File: src/rtl/pipe_skid_stage_pkg.sv
// Shared defines for the IF->ID skid stage: default widths, the RV32I NOP
// encoding used as the bubble, and the occupancy state encoding.
package pipe_skid_stage_pkg;

  localparam int          DEFAULT_DATA_W = 32;
  localparam int          DEFAULT_ADDR_W = 32;
  localparam logic [31:0] RV32I_NOP      = 32'h0000_0013;

  // The encoding is chosen so that the state value is also the entry count.
  typedef enum logic [1:0] {
    ST_EMPTY = 2'd0,
    ST_ONE   = 2'd1,
    ST_TWO   = 2'd2
  } skid_state_t;

  function automatic logic [1:0] entry_count(input skid_state_t state);
    return 2'(state);
  endfunction

endpackage

File: src/rtl/pipe_skid_stage.sv
// Two-entry skid buffer between fetch and decode. The main register drives the
// outputs; the skid register absorbs the one entry that arrives while ID stalls.
module pipe_skid_stage
  import pipe_skid_stage_pkg::*;
#(
  parameter int                DATA_W      = DEFAULT_DATA_W,
  parameter int                ADDR_W      = DEFAULT_ADDR_W,
  parameter logic [DATA_W-1:0] BUBBLE_INST = DATA_W'(RV32I_NOP)
) (
  input  logic              i_Clk,
  input  logic              i_reset,
  input  logic              i_flush,
  input  logic              i_valid,
  input  logic [DATA_W-1:0] i_inst_data,
  input  logic [ADDR_W-1:0] i_inst_addr,
  output logic              o_ready,
  output logic              o_valid,
  input  logic              i_ready,
  output logic [DATA_W-1:0] o_inst_data,
  output logic [ADDR_W-1:0] o_inst_addr,
  output logic [1:0]        o_count
);

  skid_state_t       r_state;
  skid_state_t       w_state_next;
  logic [DATA_W-1:0] r_main_data;
  logic [ADDR_W-1:0] r_main_addr;
  logic [DATA_W-1:0] r_skid_data;
  logic [ADDR_W-1:0] r_skid_addr;
  logic              w_ready;
  logic              w_valid;
  logic              w_accept;
  logic              w_deliver;

  // o_ready comes from r_state alone, so no combinational path reaches it
  // from i_ready or i_valid.
  assign w_accept  = i_valid & w_ready;
  assign w_deliver = w_valid & i_ready;

  // NOTE: sequential state uses non-blocking (<=) so every register samples
  // pre-edge values regardless of block evaluation order.
  always_ff @(posedge i_Clk) begin
    if (i_reset) begin
      r_state <= ST_EMPTY;
    end else begin
      r_state <= w_state_next;
    end
  end

  // NOTE: the default assignment at the top keeps this block from inferring
  // a latch on paths that leave the state unchanged.
  always_comb begin
    w_state_next = r_state;
    if (i_flush) begin
      w_state_next = ST_EMPTY;
    end else begin
      case (r_state)
        ST_EMPTY: if (w_accept) w_state_next = ST_ONE;
        ST_ONE: begin
          if (w_accept && !w_deliver) begin
            w_state_next = ST_TWO;
          end else if (w_deliver && !w_accept) begin
            w_state_next = ST_EMPTY;
          end
        end
        ST_TWO:   if (w_deliver) w_state_next = ST_ONE;
        default:  w_state_next = ST_EMPTY;
      endcase
    end
  end

  always_comb begin
    w_ready     = (r_state != ST_TWO);
    w_valid     = (r_state != ST_EMPTY);
    o_ready     = w_ready;
    o_valid     = w_valid;
    o_count     = entry_count(r_state);
    o_inst_data = w_valid ? r_main_data : BUBBLE_INST;
    o_inst_addr = w_valid ? r_main_addr : '0;
  end

  // NOTE: the data registers are reset even though the outputs are masked
  // by o_valid, so the held contents are deterministic after reset.
  // A flush leaves them untouched; the state going to EMPTY is what discards entries.
  always_ff @(posedge i_Clk) begin
    if (i_reset) begin
      r_main_data <= BUBBLE_INST;
      r_main_addr <= '0;
      r_skid_data <= '0;
      r_skid_addr <= '0;
    end else if (!i_flush) begin
      case (r_state)
        ST_EMPTY: begin
          if (w_accept) begin
            r_main_data <= i_inst_data;
            r_main_addr <= i_inst_addr;
          end
        end
        ST_ONE: begin
          if (w_accept && w_deliver) begin
            r_main_data <= i_inst_data;
            r_main_addr <= i_inst_addr;
          end else if (w_accept) begin
            r_skid_data <= i_inst_data;
            r_skid_addr <= i_inst_addr;
          end
        end
        ST_TWO: begin
          if (w_deliver) begin
            r_main_data <= r_skid_data;
            r_main_addr <= r_skid_addr;
          end
        end
        default: ;
      endcase
    end
  end

endmodule

File: config.mk
export PLATFORM = sky130hd
export DESIGN_NAME = pipe_skid_stage
export DESIGN_NICKNAME = d
export VERILOG_FILES = /design/src/rtl/pipe_skid_stage_pkg.sv /design/src/rtl/pipe_skid_stage.sv
export SDC_FILE = /design/constraint.sdc
export NUM_CORES = 1
export LEC_CHECK = 0
export BUFFER_PORTS_ARGS = -buffer_cell sky130_fd_sc_hd__buf_2
export CORE_MARGIN = 4
export CORE_UTILIZATION = 50
export CTS_CLUSTER_SIZE = 40
export DETAILED_ROUTE_END_ITERATION = 6
export PLACE_DENSITY_LB_ADDON = 0.15
export SYNTH_ARGS = -nofsm -noshare
export SYNTH_HDL_FRONTEND = slang
export SYNTH_SLANG_ARGS = --single-unit
File: constraint.sdc
create_clock -name i_Clk -period 3.9 [get_ports i_Clk]
set_input_delay 0.585 -clock i_Clk [delete_from_list [all_inputs] [get_ports i_Clk]]
set_output_delay 0.585 -clock i_Clk [all_outputs]
set_load 0.01 [all_outputs]
==> impl_metrics.py <==
metrics = {
    "sta": {
        "finalCritPeriodShare": 0.734,
        "finalSetupViolCount": 0,
        "tns_ns": 0,
        "clock_skew_ns": 0.00536,
        "slew-limit-headroom": 0.336,
        "timing.fmax_ghz": 0.349,
        "hold_violations": 0,
        "finalMaxSlewViolations": 0,
        "worst_pin_slew_ns": 0.996,
        "rsz0062_at_grt": "no",
        "finalCriticalPeriod_ns": 2.86,
    },
    "drt": {
        "viasPerCell": 6.01,
        "wl_per_cell_um": 19.2,
        "drt_pre_antenna_iters": 5,
        "wl_mm": 18.2,
        "first_iter_violations": 421,
        "dr_total_vias": 5717,
        "postRouteAntennaNets": 0,
        "drc": 0,
    },
    "job": {
        "max-cap-violations": 0,
    },
    "clocking": {
        "cts_tree": "yes",
        "clkTransAtPathRegs_ns": 0.05,
        "cts_resized": 0,
        "cts_buffer_depth": 2,
        "cts_hold_buf": 0,
        "htreeDepth": 4,
        "clk_latency_ns": 0.41,
        "cts_inserted_buffers": 17,
        "cts-root-buf": "clkbuf_16",
        "cts.sinks": 130,
        "post_cts_buffers": 0,
    },
    "synthesis": {
        "synth_area_um2": 6520,
        "ys_types": 32,
        "synth_top_cell_area_share": 0.399,
        "synth.top_cells.by_area": "dfxtp_1, a211oi_2, mux2i_1",
        "ys_seq_elements": 130,
        "yosysSeqAreaShare": 0.399,
        "avgSynthCellArea_um2": 9.52,
        "syn_inst": 685,
        "synth.largest_area_cell": "dfxtp_1",
        "synth.net_count": 754,
        "yosys_warnings": 0,
    },
    "critical_path": {
        "end_kind": "output pin",
        "setup.worst_path.start_class": "flip-flop",
        "worst_r2r_path_depth": 3,
        "path_cells": "nor2_4, buf_4, nor2b_1, buf_2",
        "r2r_slack_ns": 1.19,
        "crit_path_max_incr_delay_ns": 0.60,
        "cpMaxStageDelayCell": "nor2_4",
        "arrival_ns": 2.28,
        "reg2reg_to": "r_main_data[5]$_SDFFE_PP0P_",
        "path_max_fanout": 37,
        "worstReg2RegStart": "o_count[1]$_SDFFE_PP0P_",
        "critPathLaunch": "o_count[1]$_SDFFE_PP0P_",
        "crit_type": "flip-flop to output pin",
        "required_ns": 3.31,
    },
    "finish": {
        "final_cell_mix": "buf_2, dfxtp_1, a211oi_1",
        "multiInputGateArea_um2": 3460,
        "fin_cells": 951,
        "ff_latch_area_um2": 2600,
        "final_cell_area_um2": 7610,
        "layout-drive-gt1-share": 0.318,
        "final_common_cell": "buf_2",
        "final.fill_count": 1142,
        "nets": 836,
        "area_delta_synth_final_pct": 16.6,
        "antennaDiodeCount": 0,
        "final_core_util": 0.600,
    },
    "placement": {
        "placed_cell_area_um2": 7070,
        "place_hpwl_mm": 10.9,
        "placed_cells": 920,
        "port_buffers": 136,
        "gp_congestion": 0.769,
    },
    "min_path": {
        "worstHoldPathCells": 3,
        "hold_end": "r_skid_data[0]$_SDFFE_PP0P_",
        "hold_class": "input port to flip-flop",
        "hp-start": "i_inst_data[0]",
    },
    "floorplan": {
        "rows": 41,
        "die_w_um": 122,
        "coreArea_um2": 12700,
        "die_h_um": 122,
        "die-area_um2": 14900,
        "io_pins": 137,
        "initial_utilization": 0.515,
    },
    "status": {
        "run_status": "finished, final reports clean",
    },
    "global_routing": {
        "antenna_found_initial": 0,
        "grt.overflow.total": 0,
        "grt_pass1_wl_mm": 28.6,
        "grt_max_degree": 66,
        "grt_pass1_vias": 5566,
        "grt_usage": 0.240,
    },
    "power": {
        "power_mw": 3.31,
        "ir_drop_mv": 0.283,
        "p_per_area_nw_per_um2": 435,
        "p_leak_nw": 3.17,
    },
}
critical path, delay by kind of cell, from the launching register on:
kind,cells,cell delay [ns]
AND/OR/NAND/NOR,2,0.74
buffers and inverters,2,0.65
flip-flops,1,0.47
layer usage:
| layer | share of wire | track usage | vias up |
|---|---|---|---|
| met3 | 0.062 | 0.0535 | 30 |
| met4 | 0.019 | 0.0875 | 0 |
| met2 | 0.49 | 0.395 | 196 |
| met5 | 0 | 0 | - |
| met1 | 0.43 | 0.311 | 2802 |
| li1 | - | - | 2689 |
power by group:
group          internal, mW  switching, mW
Clock                 0.917          0.540
Sequential             1.39         0.0379
Combinational         0.162          0.254
Total                  2.47          0.832
through the flow:
step	hold slack, ns	setup slack, ns
after floorplan	0.449	2.03
after global placement	0.459	1.30
after detailed placement	0.467	1.23
after CTS	0.423	1.02
after global routing	0.431	0.915
final	0.435	1.04
flip-flops by register name, indices dropped and copies added (netlist names):
signal,flops
r_skid_data,32
r_main_addr,32
r_main_data,32
o_count,2
r_skid_addr,32
synthesized netlist by cell type (all sizes together):
cell type	count
a2111oi	1
a211oi	126
a21o	2
a21oi	65
and3b	3
and4bb	1
buf	39
clkbuf	47
dfxtp	130
inv	2
mux2	1
mux2i	64
nand2	1
nand2b	2
nand3	64
nand3b	1
nand4bb	1
nor2	5
nor2b	61
nor4bb	1
o21ai	64
or2	3
or3b	1
how the worst max path moves through the flow:
stage	to
finish	o_inst_data[27]
global route	o_inst_data[25]
CTS	o_inst_data[27]
detailed placement	r_main_data[5]$_SDFFE_PP0P_
global placement	r_main_addr[29]$_SDFFE_PP0P_
floorplan	o_inst_addr[0]
cell type report:
type | instances | share of cell area
multi-input combinational | 467 | 0.455
sequential | 130 | 0.342
inverter | 2 | 0.000987
tap | 172 | 0.0283
clock inverter | 6 | 0.00724
clock buffer | 25 | 0.0638
timing repair buffer | 149 | 0.103
kinds of logic after synthesis:
kind of cell    Yosys count  synth area share
mux                      65             0.101
flops                   130             0.399
buf+inv                  88            0.0783
compound gates          258             0.295
simple gates            144             0.128
Note: power is estimated with default switching activity, not from simulation.
